===== config.mk =====
export PLATFORM = sky130hd
export DESIGN_NAME = ham_dec_arb_flat
export DESIGN_NICKNAME = d
export VERILOG_FILES = /design/src/rtl/ham_dec_arb_pkg.sv /design/src/rtl/ham_dec_arb_if.sv /design/src/rtl/ham_dec_arb_dec.sv /design/src/rtl/ham_dec_arb_pick2.sv /design/src/rtl/ham_dec_arb.sv /design/src/flat_wrapper.sv
export SDC_FILE = /design/constraint.sdc
export NUM_CORES = 1
export LEC_CHECK = 0
export BUFFER_PORTS_ARGS = -buffer_cell sky130_fd_sc_hd__buf_4
export CAP_MARGIN = 20
export CORE_ASPECT_RATIO = 0.6
export CORE_UTILIZATION = 25
export CTS_CLUSTER_DIAMETER = 200
export DETAILED_ROUTE_END_ITERATION = 8
export PLACE_DENSITY_LB_ADDON = 0.15
export SLEW_MARGIN = 20
export SYNTH_ARGS = -nofsm -noshare
export SYNTH_HDL_FRONTEND = slang
export SYNTH_SLANG_ARGS = --single-unit

===== constraint.sdc =====
create_clock -name i_clk -period 6.3 [get_ports i_clk]
set_input_delay 0.63 -clock i_clk [delete_from_list [all_inputs] [get_ports i_clk]]
set_output_delay 0.63 -clock i_clk [all_outputs]
set_load 0.1 [all_outputs]

===== src/rtl/ham_dec_arb_pkg.sv =====
// Shared helpers and response type for the shared Hamming-decoder arbiter.
// Encoded words are numbered [DATA_WIDTH:1]; bit DATA_WIDTH is the overall parity.
package ham_pkg;

  function automatic bit is_pow2(input int v);
    return (v > 0) && ((v & (v - 1)) == 0);
  endfunction

  function automatic int calc_pw(input int data_width);
    return $clog2(data_width);
  endfunction

  function automatic int calc_dw(input int data_width);
    return data_width - 1 - $clog2(data_width);
  endfunction

  // Word position of the k-th payload bit (k from 1): the k-th non-power-of-two index.
  function automatic int data_pos(input int k);
    int n;
    int pos;
    n   = 0;
    pos = 0;
    for (int p = 1; p < 256; p++) begin
      if (!is_pow2(p) && pos == 0) begin
        n++;
        if (n == k) pos = p;
      end
    end
    return pos;
  endfunction

  localparam int DEF_DATA_WIDTH = 7;
  localparam int DEF_DW         = calc_dw(DEF_DATA_WIDTH);

  typedef struct packed {
    logic [DEF_DW:1] data;
    logic            dbit_err;
  } rsp_t;

endpackage


===== src/rtl/ham_dec_arb_if.sv =====
// Request/response bus between the requesters and the decoder arbiter.
interface ham_dec_arb_if
  import ham_pkg::*;
#(
  parameter int N_REQ      = 4,
  parameter int DATA_WIDTH = 7
);
  localparam int DW = calc_dw(DATA_WIDTH);

  logic [N_REQ-1:0]            i_req_valid;
  logic [N_REQ*DATA_WIDTH-1:0] i_req_word;
  logic [N_REQ-1:0]            o_req_ready;
  logic [N_REQ-1:0]            o_rsp_valid;
  logic [N_REQ*DW-1:0]         o_rsp_data;
  logic [N_REQ-1:0]            o_rsp_dbit_err;
  logic [N_REQ-1:0]            i_rsp_ready;

  modport slave (
    input  i_req_valid, i_req_word, i_rsp_ready,
    output o_req_ready, o_rsp_valid, o_rsp_data, o_rsp_dbit_err
  );

  modport master (
    output i_req_valid, i_req_word, i_rsp_ready,
    input  o_req_ready, o_rsp_valid, o_rsp_data, o_rsp_dbit_err
  );
endinterface


===== src/rtl/ham_dec_arb_dec.sv =====
// Dual-lane SEC-DED Hamming decoder: corrects single-bit errors, flags double-bit errors.
module ham_dual_dec
  import ham_pkg::*;
#(
  parameter int DATA_WIDTH = 7,
  localparam int DW        = calc_dw(DATA_WIDTH)
) (
  input  logic [DATA_WIDTH:1] i_word_a,
  input  logic [DATA_WIDTH:1] i_word_b,
  output logic [DW:1]         o_data_a,
  output logic [DW:1]         o_data_b,
  output logic                o_dbit_a,
  output logic                o_dbit_b
);
  localparam int PW = calc_pw(DATA_WIDTH);

  logic [1:0][DATA_WIDTH:1] w_word;
  logic [1:0][DW:1]         w_data;
  logic [1:0]               w_dbit;

  assign w_word[0] = i_word_a;
  assign w_word[1] = i_word_b;

  for (genvar l = 0; l < 2; l++) begin : g_lane
    logic [PW-1:0] w_syn;
    logic          w_par;

    // Syndrome is the XOR of the positions of all set bits below the overall parity.
    always_comb begin
      w_syn = '0;
      for (int p = 1; p < DATA_WIDTH; p++) begin
        if (w_word[l][p]) w_syn = w_syn ^ PW'(p);
      end
    end

    assign w_par     = ^w_word[l];
    assign w_dbit[l] = (w_syn != '0) && !w_par;

    for (genvar k = 1; k <= DW; k++) begin : g_bit
      localparam int P = data_pos(k);
      assign w_data[l][k] = w_word[l][P] ^ (w_par && (w_syn == PW'(P)));
    end
  end

  assign o_data_a = w_data[0];
  assign o_data_b = w_data[1];
  assign o_dbit_a = w_dbit[0];
  assign o_dbit_b = w_dbit[1];
endmodule


===== src/rtl/ham_dec_arb_pick2.sv =====
// Combinational round-robin picker: first two eligible requesters at or after the pointer.
module ham_rr_pick2
  import ham_pkg::*;
#(
  parameter int N_REQ = 4,
  localparam int IW   = $clog2(N_REQ)
) (
  input  logic [N_REQ-1:0] i_elig,
  input  logic [IW-1:0]    i_ptr,
  output logic             o_a_vld,
  output logic [IW-1:0]    o_a_idx,
  output logic             o_b_vld,
  output logic [IW-1:0]    o_b_idx
);
  logic [N_REQ-1:0] w_rot;

  // Bit k of w_rot is requester (ptr+k) mod N_REQ, valid for any N_REQ.
  assign w_rot = N_REQ'({i_elig, i_elig} >> i_ptr);

  function automatic logic [IW-1:0] wrap_idx(input logic [IW-1:0] p, input int k);
    int s;
    s = int'(p) + k;
    if (s >= N_REQ) s = s - N_REQ;
    return IW'(s);
  endfunction

  always_comb begin
    o_a_vld = 1'b0;
    o_a_idx = '0;
    o_b_vld = 1'b0;
    o_b_idx = '0;
    for (int k = 0; k < N_REQ; k++) begin
      if (w_rot[k]) begin
        if (!o_a_vld) begin
          o_a_vld = 1'b1;
          o_a_idx = wrap_idx(i_ptr, k);
        end else if (!o_b_vld) begin
          o_b_vld = 1'b1;
          o_b_idx = wrap_idx(i_ptr, k);
        end
      end
    end
  end
endmodule


===== src/rtl/ham_dec_arb.sv =====
// Shares one dual-lane Hamming decoder among N_REQ requesters with round-robin grants,
// per-requester response slots and a saturating double-bit-error counter.
module ham_dec_arb
  import ham_pkg::*;
#(
  parameter int DATA_WIDTH = 7,
  parameter int N_REQ      = 4,
  parameter int CNT_W      = 16
) (
  input  logic             i_clk,
  input  logic             i_rst_n,
  input  logic             i_en,
  input  logic             i_cnt_clr,
  ham_dec_arb_if.slave     bus,
  output logic [CNT_W-1:0] o_dbit_cnt,
  output logic [1:0]       o_lane_busy
);
  localparam int DW = calc_dw(DATA_WIDTH);
  localparam int IW = $clog2(N_REQ);

  function automatic logic [CNT_W-1:0] sat_add(input logic [CNT_W-1:0] c, input logic [1:0] inc);
    logic [CNT_W:0] s;
    s = {1'b0, c} + (CNT_W+1)'(inc);
    return s[CNT_W] ? '1 : s[CNT_W-1:0];
  endfunction

  logic [IW-1:0]            r_ptr;
  logic [CNT_W-1:0]         r_dbit_cnt;
  logic [N_REQ-1:0]         r_vld_p1;
  logic [N_REQ-1:0][DW:1]   r_data_p1;
  logic [N_REQ-1:0]         r_dbit_p1;

  logic [N_REQ-1:0]         w_elig;
  logic [N_REQ-1:0]         w_sel_a;
  logic [N_REQ-1:0]         w_sel_b;
  logic                     w_a_vld;
  logic                     w_b_vld;
  logic [IW-1:0]            w_a_idx;
  logic [IW-1:0]            w_b_idx;
  logic [IW-1:0]            w_ptr_last;
  logic [IW-1:0]            w_ptr_nxt;
  logic [DATA_WIDTH:1]      w_word_a;
  logic [DATA_WIDTH:1]      w_word_b;
  logic [DW:1]              w_data_a;
  logic [DW:1]              w_data_b;
  logic                     w_dbit_a;
  logic                     w_dbit_b;
  logic [1:0]               w_inc;

  // Stage p0: eligibility, grant and decode, all within the grant cycle.
  assign w_elig = bus.i_req_valid & (~r_vld_p1 | bus.i_rsp_ready) & {N_REQ{i_en & i_rst_n}};

  ham_rr_pick2 #(.N_REQ(N_REQ)) u_pick (
    .i_elig  (w_elig),
    .i_ptr   (r_ptr),
    .o_a_vld (w_a_vld),
    .o_a_idx (w_a_idx),
    .o_b_vld (w_b_vld),
    .o_b_idx (w_b_idx)
  );

  always_comb begin
    w_sel_a  = '0;
    w_sel_b  = '0;
    w_word_a = '0;
    w_word_b = '0;
    for (int r = 0; r < N_REQ; r++) begin
      if (w_a_vld && w_a_idx == IW'(r)) begin
        w_sel_a[r] = 1'b1;
        w_word_a   = bus.i_req_word[r*DATA_WIDTH +: DATA_WIDTH];
      end
      if (w_b_vld && w_b_idx == IW'(r)) begin
        w_sel_b[r] = 1'b1;
        w_word_b   = bus.i_req_word[r*DATA_WIDTH +: DATA_WIDTH];
      end
    end
  end

  ham_dual_dec #(.DATA_WIDTH(DATA_WIDTH)) u_dec (
    .i_word_a (w_word_a),
    .i_word_b (w_word_b),
    .o_data_a (w_data_a),
    .o_data_b (w_data_b),
    .o_dbit_a (w_dbit_a),
    .o_dbit_b (w_dbit_b)
  );

  assign w_inc      = {1'b0, w_a_vld & w_dbit_a} + {1'b0, w_b_vld & w_dbit_b};
  assign w_ptr_last = w_b_vld ? w_b_idx : w_a_idx;
  assign w_ptr_nxt  = (w_ptr_last == IW'(N_REQ - 1)) ? '0 : w_ptr_last + IW'(1);

  // Stage p1: response slots; a load in the same cycle as a drain keeps the slot full.
  always_ff @(posedge i_clk) begin
    if (!i_rst_n) begin
      r_ptr      <= '0;
      r_dbit_cnt <= '0;
      r_vld_p1   <= '0;
      r_data_p1  <= '0;
      r_dbit_p1  <= '0;
    end else begin
      if (w_a_vld) r_ptr <= w_ptr_nxt;
      r_dbit_cnt <= i_cnt_clr ? '0 : sat_add(r_dbit_cnt, w_inc);
      for (int r = 0; r < N_REQ; r++) begin
        if (w_sel_a[r]) begin
          r_vld_p1[r]  <= 1'b1;
          r_data_p1[r] <= w_data_a;
          r_dbit_p1[r] <= w_dbit_a;
        end else if (w_sel_b[r]) begin
          r_vld_p1[r]  <= 1'b1;
          r_data_p1[r] <= w_data_b;
          r_dbit_p1[r] <= w_dbit_b;
        end else if (bus.i_rsp_ready[r]) begin
          r_vld_p1[r]  <= 1'b0;
        end
      end
    end
  end

  assign bus.o_req_ready    = w_sel_a | w_sel_b;
  assign bus.o_rsp_valid    = r_vld_p1;
  assign bus.o_rsp_data     = r_data_p1;
  assign bus.o_rsp_dbit_err = r_dbit_p1;
  assign o_dbit_cnt         = r_dbit_cnt;
  assign o_lane_busy        = {w_b_vld, w_a_vld};
endmodule

===== src/flat_wrapper.sv =====
// flat-port wrapper written by rule: the top's interface ports become plain ports
module ham_dec_arb_flat import ham_pkg::*;
#(
  parameter int DATA_WIDTH = 7,
  parameter int N_REQ      = 4,
  parameter int CNT_W      = 16
)
  (i_clk, i_rst_n, i_en, i_cnt_clr, o_dbit_cnt, o_lane_busy, bus_i_req_valid, bus_i_req_word, bus_i_rsp_ready, bus_o_req_ready, bus_o_rsp_valid, bus_o_rsp_data, bus_o_rsp_dbit_err);
  ham_dec_arb_if #(.N_REQ(N_REQ), .DATA_WIDTH(DATA_WIDTH)) bus_i ();
  input  logic i_clk;
  input  logic i_rst_n;
  input  logic i_en;
  input  logic i_cnt_clr;
  output logic [CNT_W-1:0] o_dbit_cnt;
  output logic [1:0] o_lane_busy;
  input wire logic [$bits(bus_i.i_req_valid)-1:0] bus_i_req_valid;
  input wire logic [$bits(bus_i.i_req_word)-1:0] bus_i_req_word;
  input wire logic [$bits(bus_i.i_rsp_ready)-1:0] bus_i_rsp_ready;
  output wire logic [$bits(bus_i.o_req_ready)-1:0] bus_o_req_ready;
  output wire logic [$bits(bus_i.o_rsp_valid)-1:0] bus_o_rsp_valid;
  output wire logic [$bits(bus_i.o_rsp_data)-1:0] bus_o_rsp_data;
  output wire logic [$bits(bus_i.o_rsp_dbit_err)-1:0] bus_o_rsp_dbit_err;
  assign bus_i.i_req_valid = bus_i_req_valid;
  assign bus_i.i_req_word = bus_i_req_word;
  assign bus_i.i_rsp_ready = bus_i_rsp_ready;
  assign bus_o_req_ready = bus_i.o_req_ready;
  assign bus_o_rsp_valid = bus_i.o_rsp_valid;
  assign bus_o_rsp_data = bus_i.o_rsp_data;
  assign bus_o_rsp_dbit_err = bus_i.o_rsp_dbit_err;
  ham_dec_arb #(.DATA_WIDTH(DATA_WIDTH), .N_REQ(N_REQ), .CNT_W(CNT_W)) u_core (.i_clk(i_clk), .i_rst_n(i_rst_n), .i_en(i_en), .i_cnt_clr(i_cnt_clr), .bus(bus_i), .o_dbit_cnt(o_dbit_cnt), .o_lane_busy(o_lane_busy));
endmodule

==> impl_metrics.env, run 1 <==
export IMPL_status="finished, final reports clean"
export IMPL_max_freq_mhz=171
export IMPL_clock_sinks=38
export IMPL_yosys_area_share_simple_pct=27.1
export IMPL_cts_max_level=2
export IMPL_ys_flop_type="dfxtp_1"
export IMPL_via_count=3943
export IMPL_pin_count=82
export IMPL_synthToLayoutAreaGrowth_pct=28.5
export IMPL_crit_fanout=13
export IMPL_yosysTopAreaCell="dfxtp_1"
export IMPL_chipHeight_um=96.9
export IMPL_yosysMostFrequentCell="nand2_1"
export IMPL_synth_top_family_by_area="simple AND/OR/NAND/NOR gates"
export IMPL_synthAdderAreaFrac_pct=1.53
export IMPL_antenna_cells=0
export IMPL_end_kind="register"
export IMPL_core_sq_um=14500
export IMPL_hp_class="register to register"
export IMPL_timing_hold_violations_final=0
export IMPL_clock_skew_ns=0.00977
export IMPL_ys_seq_elements=38
export IMPL_power_density_nw_per_um2=235
export IMPL_cts_buffers=5
export IMPL_tightest_slew_ns=0.742
export IMPL_met2_usage_pct=23.1
export IMPL_grt_pass1_wl_um=21700
export IMPL_synth_compound_area_share_pct=27.0
export IMPL_max_cap_viol_count=0
export IMPL_post_synth_cell_area_avg_sq_um=7.83
export IMPL_ys_seq_area_share_pct=20.3
export IMPL_async_flop_share_pct=0
export IMPL_worstReg2RegStart="u_core.bus.o_rsp_valid[2]$_SDFFE_PN0P_"
export IMPL_dpl_worst_slack_ns=0.0781
export IMPL_die_w_um=160
export IMPL_cts_root_buf="clkbuf_16"
export IMPL_setup_viol=0
export IMPL_first_global_vias=3798
export IMPL_cts_setup_buffers=0
export IMPL_drt_iter0_markers=294
export IMPL_wl_per_cell_um=17.8
export IMPL_cts_clk_slew_worst_paths_ns=0.06
export IMPL_numPlacedInstances=749
export IMPL_clock_path_buffers=2
export IMPL_row_count=34
export IMPL_io_buffers=81
export IMPL_timing_final_ws_setup_ns=0.458
export IMPL_reg2reg_to="u_core.o_dbit_cnt[3]$_SDFF_PP0_"
export IMPL_dr_pass1_iters=5
export IMPL_synthTopCellsByArea="dfxtp_1 (20%), mux2i_1 (6.7%), nand2_1 (5.7%), a21oi_1 (5.1%), xnor2_1 (3.5%)"
export IMPL_met1_usage_pct=28.8
export IMPL_yosysTopAreaCellShare_pct=20.3
export IMPL_drv_slew=0
export IMPL_netlist_area_sq_um=3750
export IMPL_finalNonFillerCells=757
export IMPL_tritoncts="done"
export IMPL_crit_slowest_cell="or3_4"
export IMPL_synth_common_cells="nand2_1 (57), a21oi_1 (38), dfxtp_1 (38)"
export IMPL_crit_required_ns=6.50
export IMPL_post_route_min_period_ns=5.84
export IMPL_p_leak_nw=1.91
export IMPL_worstPathArrival_ns=6.04
export IMPL_routed_wl_um=13500
export IMPL_finalCritPeriodShare_pct=92.7
export IMPL_antenna_found_initial=0
export IMPL_critical_path_max_stage_delay_ns=0.49
export IMPL_place_congestion=0.888
export IMPL_path_buf_inv=2
export IMPL_syn_inst=479
export IMPL_start_util_pct=25.8
export IMPL_crit_type="primary input to register"
export IMPL_grt_usage_pct=17.6
export IMPL_min_delay_path_depth=2
export IMPL_rsz0062_at_grt="no"
export IMPL_dieArea_sq_um=15500
export IMPL_grt_busiest_layer="met1"
export IMPL_rr_worst_depth=23
export IMPL_ys_types=86
export IMPL_multiInputGateArea_sq_um=2800
export IMPL_viasPerCell=5.21
export IMPL_min_from="u_core.bus.o_rsp_data[0]$_SDFFE_PN0P_"
export IMPL_synth_xor_area_share_pct=8.21
export IMPL_hpwl_um=10800
export IMPL_synth_edf_count=0
export IMPL_nNetsFinal=602
export IMPL_clock_latency_ns=0.29
export IMPL_drc=0
export IMPL_synth_area_mux_share_pct=9.84
export IMPL_rrSetupSlack_ns=0.51
export IMPL_fill_cells=1571
export IMPL_grt_start_max_net_pins=22
export IMPL_holdPathEnd="u_core.bus.o_rsp_data[0]$_SDFFE_PN0P_"
export IMPL_ir_worst_vdd_uv=150
export IMPL_grt_overflow_total=0
export IMPL_drive_gt1_share_pct=26.8
export IMPL_syn_num_nets=523
export IMPL_maxSlewHeadroom_pct=50.2
export IMPL_met3_usage_pct=3.22
export IMPL_crit_chain="buf_4 -> nor2b_1 -> nor2_1 -> a211oi_1 -> a211oi_1 -> ha_1 -> mux2_2 -> o31ai_4 -> nor2_2 -> mux2i_1 -> a21oi_1 -> or2_2 -> xor2_1 -> xnor2_1 -> or2_2 -> inv_1 -> fa_1 -> ha_1 -> and3_1 -> nand3_1 -> nor2_1 -> nand2_1 -> or3_4 -> a21oi_1"
export IMPL_critPathTopFamily="simple AND/OR/NAND/NOR gates"
export IMPL_seqCellArea_sq_um=762
export IMPL_antenna_left=0
export IMPL_setup_tns_ns=0
export IMPL_yosys_warnings=0
export IMPL_cp_start_kind="primary input"
export IMPL_ctsHoldBuffers=0
-- cell type report --
class	instances	area share, %
clock buffer	6	2.88
tap	198	5.14
clock inverter	2	1.25
sequential	38	15.8
timing repair buffer	100	15.6
multi-input combinational	396	58.0
inverter	17	1.32
-- repair_timing --
item,4_1_cts,5_1_grt
setup endpoints to repair,0,14
resized for setup,0,6
endpoints found under the hold margin,0,0
-- worst register-to-register path: stages, from the launching register on --
cell	delay [ns]
dfxtp_1	0.36
nor2b_1	0.35
nor2_1	0.11
a211oi_1	0.36
a211oi_1	0.15
ha_1	0.32
mux2_2	0.30
o31ai_4	0.39
nor2_2	0.19
mux2i_1	0.32
a21oi_1	0.13
or2_2	0.34
xor2_1	0.18
xnor2_1	0.12
or2_2	0.34
inv_1	0.10
fa_1	0.19
ha_1	0.19
and3_1	0.20
nand3_1	0.13
nor2_1	0.17
nand2_1	0.11
or3_4	0.49
a21oi_1	0.17
-- layer usage --
layer  vias up  wire (um)
met5         -          0
met4         0         61
met3         6       1030
met2       170       5060
met1      1837       7340
li1       1930          -
-- cell families (layout without fill, tap and decap cells) --
kind of cell	count (synthesis)	in the layout
fa+ha+maj	4	4
simple gates	195	195
mux	33	33
flops	38	38
buf+inv	45	125
xor+xnor	32	32
compound gates	132	132
-- report_power, final --
group	switching (mW)	internal, mW
Clock	0.103	0.238
Sequential	0.0149	0.258
Combinational	0.355	0.164
-- sequential cells by signal, indices dropped and copies added (netlist names) --
| name | flops |
|---|---|
| u_core.o_dbit_cnt | 16 |
| u_core.bus.o_rsp_data | 12 |
| u_core.bus.o_rsp_dbit_err | 4 |
| u_core.bus.o_rsp_valid | 4 |
| u_core.r_ptr | 2 |
-- cells in the final DEF, fill, tap and decap left out, drive strengths merged, types with 7 or more instances in the layout --
cell type,netlist,routed
a21oi,41,41
nor2,33,33
o221ai,7,7
nand2,58,58
nor2b,7,7
buf,19,100
nor3,15,15
o211ai,7,7
xnor2,15,15
xor2,15,15
and3,7,7
nand4,17,17
nand3,16,16
dfxtp,38,38
nand2b,7,7
o21ai,17,17
inv,16,16
and2,13,13
mux2i,27,27
-- worst max-delay path by stage --
stage               cells past startpoint                               end                                   start  slack [ns]
floorplan                              24  u_core.o_dbit_cnt[10]$_SDFF_PP0_  u_core.bus.o_rsp_valid[2]$_SDFFE_PN0P_        0.35
finish                                 24   u_core.o_dbit_cnt[3]$_SDFF_PP0_                      bus_i_rsp_ready[2]        0.46
detailed placement                     24   u_core.o_dbit_cnt[3]$_SDFF_PP0_                      bus_i_rsp_ready[2]        0.08
global placement                       26  u_core.o_dbit_cnt[12]$_SDFF_PP0_                      bus_i_rsp_ready[2]        0.16
global route                           26  u_core.o_dbit_cnt[10]$_SDFF_PP0_                      bus_i_rsp_ready[2]        0.06
CTS                                    24   u_core.o_dbit_cnt[3]$_SDFF_PP0_                      bus_i_rsp_ready[2]        0.36
-- through the flow --
step	hold WS [ns]	power [mW]	cell area (sq um)	utilization [%]
4_1_cts	0.527	1.13	4780	32.9
5_1_grt	0.550	1.19	4820	33.1
6_report	0.524	1.13	4820	33.1
3_3_place_gp	0.514	0.785	4590	31.5
2_1_floorplan	0.798	0.653	3750	-
3_5_place_dp	0.518	0.788	4590	31.5
Power figures use the tool's default switching activity.
==> run 2: changes to the inputs <==
--- a/config.mk
+++ b/config.mk
@@ -12,6 +12,7 @@
 export CTS_CLUSTER_DIAMETER = 200
 export DETAILED_ROUTE_END_ITERATION = 8
 export PLACE_DENSITY_LB_ADDON = 0.15
+export RECOVER_POWER = 100
 export SLEW_MARGIN = 20
 export SYNTH_ARGS = -nofsm -noshare
 export SYNTH_HDL_FRONTEND = slang
==> run 2 against run 1 <==
Against the previous run:
- cell area shrank 3.8%
- sequential power is essentially flat
- largest power group unchanged
- sequential share of layout area grew 0.62 points
- highest routed layer unchanged
- register-to-register slack lost 0.04 ns
- critical endpoint unchanged
==> impl_metrics.env, run 2 (synthesis results as in run 1) <==
export IMPL_max_freq_mhz=170
export IMPL_grt_pass1_wl_um=21700
export IMPL_ctsHoldBuffers=0
export IMPL_synthToLayoutAreaGrowth_pct=23.7
export IMPL_clock_path_buffers=2
export IMPL_seqCellArea_sq_um=762
export IMPL_fill_cells=1618
export IMPL_numPlacedInstances=749
export IMPL_drc=0
export IMPL_finalCritPeriodShare_pct=93.5
export IMPL_via_count=3968
export IMPL_start_util_pct=25.8
export IMPL_wl_per_cell_um=17.9
export IMPL_hp_class="register to register"
export IMPL_crit_type="primary input to register"
export IMPL_timing_final_ws_setup_ns=0.409
export IMPL_cp_start_kind="primary input"
export IMPL_final_util_pct=31.9
export IMPL_rrSetupSlack_ns=0.47
export IMPL_tritoncts="done"
export IMPL_tightest_slew_ns=1.21
export IMPL_mostFrequentLayoutCell="nand2_1"
export IMPL_end_kind="register"
export IMPL_power_density_nw_per_um2=239
export IMPL_io_buffers=81
export IMPL_worstPathArrival_ns=6.09
export IMPL_finalNonFillerCells=757
export IMPL_drv_slew=0
export IMPL_cts_buffers=5
export IMPL_critical_path_max_stage_delay_ns=0.49
export IMPL_routed_wl_um=13600
export IMPL_post_route_min_period_ns=5.89
export IMPL_clock_sinks=38
export IMPL_viasPerCell=5.24
export IMPL_dieArea_sq_um=15500
export IMPL_max_cap_viol_count=0
export IMPL_path_buf_inv=2
export IMPL_cts_clk_slew_worst_paths_ns=0.06
export IMPL_drive_gt1_share_pct=18.4
export IMPL_timing_hold_violations_final=0
export IMPL_setup_tns_ns=0
export IMPL_final_cell_mix="nand2_1 (57), buf_4 (54), clkbuf_1 (44)"
export IMPL_hpwl_um=10800
export IMPL_clock_skew_ns=0.00860
export IMPL_setup_viol=0
export IMPL_chipHeight_um=96.9
export IMPL_nNetsFinal=602
export IMPL_maxSlewHeadroom_pct=19.4
export IMPL_row_count=34
export IMPL_grt_usage_pct=17.6
export IMPL_crit_slowest_cell="or3_4"
export IMPL_dr_pass1_iters=5
export IMPL_first_global_vias=3798
export IMPL_antenna_found_initial=0
export IMPL_cts_max_level=2
export IMPL_rsz0062_at_grt="no"
export IMPL_largest_reg_flops=16
export IMPL_crit_fanout=13
export IMPL_dpl_worst_slack_ns=0.0781
export IMPL_crit_required_ns=6.50
export IMPL_antenna_left=0
export IMPL_grt_overflow_total=0
export IMPL_cts_root_buf="clkbuf_16"
export IMPL_multiInputGateArea_sq_um=2780
export IMPL_crit_chain="clkbuf_4 -> nor2b_1 -> nor2_1 -> a211oi_1 -> a211oi_1 -> ha_1 -> mux2_1 -> o31ai_4 -> nor2_2 -> mux2i_1 -> a21oi_1 -> or2_2 -> xor2_1 -> xnor2_1 -> or2_2 -> inv_1 -> fa_1 -> ha_1 -> and3_1 -> nand3_1 -> nor2_1 -> nand2_1 -> or3_4 -> a21oi_1"
export IMPL_clock_latency_ns=0.29
export IMPL_drt_iter0_markers=281
export IMPL_place_congestion=0.888
export IMPL_die_w_um=160
export IMPL_postPlaceCellArea_sq_um=4590
export IMPL_antenna_cells=0
export IMPL_grt_start_max_net_pins=22
export IMPL_design_area_sq_um=4640
export IMPL_p_leak_nw=1.72
export IMPL_core_sq_um=14500
export IMPL_pin_count=82
export IMPL_critPathTopFamily="simple AND/OR/NAND/NOR gates"
export IMPL_status="finished, final reports clean"
export IMPL_ir_worst_vdd_uv=156
[run 2: cell count changes in the layout (fill, tap and decap cells not counted), moves of 2 or more]
cell      before  now
clkbuf_4       0    2
and2_1        12   10
clkbuf_1       0   44
and2_0         0    2
buf_4        100   54
[run 2: per-stage QoR]
stage	hold WS [ns]	power [mW]
4_1_cts	0.527	1.13
2_1_floorplan	0.798	0.653
5_1_grt	0.548	1.17
3_3_place_gp	0.514	0.785
6_report	0.523	1.11
3_5_place_dp	0.518	0.788
[run 2: worst paths after layout]
check,startpoint,endpoint,depth (start not counted)
setup / recovery,bus_i_rsp_ready[2],u_core.o_dbit_cnt[3]$_SDFF_PP0_,24
hold / removal,u_core.bus.o_rsp_data[0]$_SDFFE_PN0P_,u_core.bus.o_rsp_data[0]$_SDFFE_PN0P_,2
setup reg to reg,u_core.bus.o_rsp_valid[2]$_SDFFE_PN0P_,u_core.o_dbit_cnt[3]$_SDFF_PP0_,23
hold reg to reg,u_core.bus.o_rsp_data[0]$_SDFFE_PN0P_,u_core.bus.o_rsp_data[0]$_SDFFE_PN0P_,2
[run 2: repair_timing]
item / CTS / global route
gates resized for setup: 0 / 6
endpoints found under the setup margin: 0 / 14
buffers inserted: 0 / 0
[run 2: report_power, final]
group | total (mW) | internal (mW) | switching (mW)
clock network | 0.339 | 0.238 | 0.102
registers | 0.272 | 0.258 | 0.0147
logic | 0.499 | 0.145 | 0.354
total | 1.11 | 0.641 | 0.471
[run 2: worst register-to-register path, stage by stage, from the launching register on]
cell      delay, ns
dfxtp_1        0.36
nor2b_1        0.35
nor2_1         0.11
a211oi_1       0.36
a211oi_1       0.15
ha_1           0.32
mux2_1         0.34
o31ai_4        0.39
nor2_2         0.18
mux2i_1        0.31
a21oi_1        0.13
or2_2          0.34
xor2_1         0.18
xnor2_1        0.12
or2_2          0.34
inv_1          0.10
fa_1           0.19
ha_1           0.18
and3_1         0.20
nand3_1        0.13
nor2_1         0.18
nand2_1        0.11
or3_4          0.49
a21oi_1        0.17
[run 2: cell type report]
cell class | instances | share of cell area, %
multi-input combinational | 396 | 60.0
clock inverter | 2 | 1.29
inverter | 17 | 1.38
sequential | 38 | 16.4
timing repair buffer | 100 | 12.6
tap | 198 | 5.34
clock buffer | 6 | 2.99
[run 2: per-layer routing]
layer | up-vias | global-route usage (%) | part of all wire (%)
met5 | - | 0 | 0
met3 | 4 | 3.22 | 7.1
met2 | 159 | 23.1 | 37
li1 | 1935 | - | -
met1 | 1870 | 28.8 | 55
met4 | 0 | 2.42 | 0.41
==> run 3: changes to the inputs <==
--- a/config.mk
+++ b/config.mk
@@ -7,13 +7,15 @@
 export LEC_CHECK = 0
 export BUFFER_PORTS_ARGS = -buffer_cell sky130_fd_sc_hd__buf_4
 export CAP_MARGIN = 20
+export CELL_PAD_IN_SITES_DETAIL_PLACEMENT = 0
+export CELL_PAD_IN_SITES_GLOBAL_PLACEMENT = 2
 export CORE_ASPECT_RATIO = 0.6
+export CORE_MARGIN = 3
 export CORE_UTILIZATION = 25
 export CTS_CLUSTER_DIAMETER = 200
 export DETAILED_ROUTE_END_ITERATION = 8
 export PLACE_DENSITY_LB_ADDON = 0.15
 export RECOVER_POWER = 100
-export SLEW_MARGIN = 20
 export SYNTH_ARGS = -nofsm -noshare
 export SYNTH_HDL_FRONTEND = slang
 export SYNTH_SLANG_ARGS = --single-unit
==> run 3 against run 2 <==
Against the previous run:
- first-iteration DRC count is 16% lower
- sequential power hardly changed
- power is 3.9% lower
- register-to-register slack better by 0.06 ns
- cell area hardly changed
- flip-flop and latch count stayed put
- utilization is 0.90 points higher
- via count is 0.83% lower
- setup slack better by 0.043 ns
- hold slack worse by 0.011 ns
- non-clock buffer count is 7 higher
- routed wire length is 5.4% higher
- critical path type unchanged
- critical endpoint is now u_core.o_dbit_cnt[1]$_SDFF_PP0_
- largest power group unchanged
- highest routed layer unchanged
==> impl_metrics.env, run 3 (synthesis results as in run 1) <==
export IMPL_tightest_slew_ns=1.20
export IMPL_max_freq_mhz=171
export IMPL_rsz0062_at_grt="no"
export IMPL_nNetsFinal=609
export IMPL_cts_setup_buffers=0
export IMPL_antenna_cells=0
export IMPL_p_leak_nw=1.73
export IMPL_cts_buffers=5
export IMPL_drv_slew=0
export IMPL_die_w_um=164
export IMPL_mostFrequentLayoutCell="buf_4"
export IMPL_largest_reg_flops=16
export IMPL_grt_usage_pct=17.1
export IMPL_chipHeight_um=101
export IMPL_cts_clk_slew_worst_paths_ns=0.06
export IMPL_grt_pass1_wl_um=22000
export IMPL_via_count=3935
export IMPL_clock_path_buffers=2
export IMPL_crit_chain="buf_4 -> nor2b_1 -> nor2_1 -> a211oi_1 -> a211oi_2 -> ha_1 -> mux2_2 -> o31ai_4 -> nor2_2 -> mux2i_1 -> a21oi_1 -> or2_2 -> xor2_1 -> xnor2_1 -> or2_2 -> inv_1 -> fa_1 -> ha_1 -> and3_1 -> nand3_1 -> nor2_1 -> nand2_1 -> or3_1 -> a21oi_1"
export IMPL_start_util_pct=26.5
export IMPL_clock_skew_ns=0.00570
export IMPL_tritoncts="done"
export IMPL_seqCellArea_sq_um=762
export IMPL_dr_pass1_iters=5
export IMPL_timing_final_ws_setup_ns=0.452
export IMPL_maxSlewHeadroom_pct=20.2
export IMPL_clock_latency_ns=0.28
export IMPL_hpwl_um=11500
export IMPL_cts_repair_resized=0
export IMPL_timing_hold_violations_final=0
export IMPL_ir_worst_vdd_uv=102
export IMPL_fill_cells=1578
export IMPL_place_congestion=0.824
export IMPL_viasPerCell=5.20
export IMPL_io_buffers=81
export IMPL_hp_class="register to register"
export IMPL_power_density_nw_per_um2=230
export IMPL_first_global_vias=3771
export IMPL_final_util_pct=32.8
export IMPL_synthToLayoutAreaGrowth_pct=23.8
export IMPL_cp_start_kind="primary input"
export IMPL_grt_start_max_net_pins=22
export IMPL_pin_count=82
export IMPL_status="finished, final reports clean"
export IMPL_crit_fanout=13
export IMPL_finalCritPeriodShare_pct=92.8
export IMPL_clock_sinks=38
export IMPL_drt_iter0_markers=236
export IMPL_drc=0
export IMPL_antenna_left=0
export IMPL_routed_wl_um=14300
export IMPL_crit_slowest_cell="or3_1"
export IMPL_max_cap_viol_count=0
export IMPL_end_kind="register"
export IMPL_dieArea_sq_um=16600
export IMPL_crit_required_ns=6.50
export IMPL_worstPathArrival_ns=6.05
export IMPL_drive_gt1_share_pct=19.1
export IMPL_cts_root_buf="clkbuf_16"
export IMPL_critical_path_max_stage_delay_ns=0.60
export IMPL_multiInputGateArea_sq_um=2770
export IMPL_setup_tns_ns=0
export IMPL_post_route_min_period_ns=5.85
export IMPL_setup_viol=0
export IMPL_wl_per_cell_um=18.9
export IMPL_antenna_found_initial=0
export IMPL_cts_max_level=2
export IMPL_dpl_worst_slack_ns=0.117
export IMPL_row_count=33
export IMPL_final_cell_mix="buf_4 (61), nand2_1 (57), clkbuf_1 (45)"
export IMPL_crit_type="primary input to register"
export IMPL_ctsHoldBuffers=0
export IMPL_grt_overflow_total=0
export IMPL_core_sq_um=14200
-- run 3: final timing paths --
kind	start	to	slack [ns]	cells after the start
setup reg to reg	u_core.bus.o_rsp_valid[2]$_SDFFE_PN0P_	u_core.o_dbit_cnt[1]$_SDFF_PP0_	0.53	23
setup / recovery	bus_i_rsp_ready[2]	u_core.o_dbit_cnt[1]$_SDFF_PP0_	0.45	24
hold reg to reg	u_core.bus.o_rsp_data[6]$_SDFFE_PN0P_	u_core.bus.o_rsp_data[6]$_SDFFE_PN0P_	0.51	2
hold / removal	u_core.bus.o_rsp_data[6]$_SDFFE_PN0P_	u_core.bus.o_rsp_data[6]$_SDFFE_PN0P_	0.51	2
-- run 3: area by class of cell --
| type | count | area share, % |
|---|---|---|
| clock buffer | 6 | 2.99 |
| clock inverter | 1 | 0.647 |
| inverter | 17 | 1.37 |
| multi-input combinational | 396 | 59.7 |
| sequential | 38 | 16.4 |
| tap | 192 | 5.17 |
| timing repair buffer | 107 | 13.7 |
-- run 3: worst max-delay path: cells and delay by family --
kind,cells,cell delay (ns)
AOI/OAI and AO/OA,5,1.29
and+or+nand+nor,10,2.33
xor gates and xnor gates,2,0.30
muxes,2,0.61
adders and majority gates,3,0.66
buffers and inverters,2,0.21
-- run 3: stage by stage --
step	std cells	cell area [sq um]	power [mW]	hold slack, ns
after global placement	750	4630	0.802	0.508
final	757	4640	1.07	0.512
after global routing	757	4640	1.13	0.534
after floorplan	479	3750	0.653	0.798
after detailed placement	750	4630	0.801	0.506
after CTS	757	4800	1.09	0.519
-- run 3: where the power goes --
group          total (mW)  switching [mW]  internal (mW)
clock               0.286          0.0913          0.195
combinational       0.508           0.359          0.149
sequential          0.273          0.0150          0.258
total                1.07           0.465          0.602
-- run 3: metal layers --
| metal | GRT usage [%] | up-vias | share of wire (%) |
|---|---|---|---|
| li1 | - | 1953 | - |
| met1 | 28.7 | 1881 | 58 |
| met2 | 22.4 | 99 | 37 |
| met3 | 2.83 | 2 | 5.2 |
| met4 | 1.82 | 0 | 0.17 |
| met5 | 0 | - | 0 |
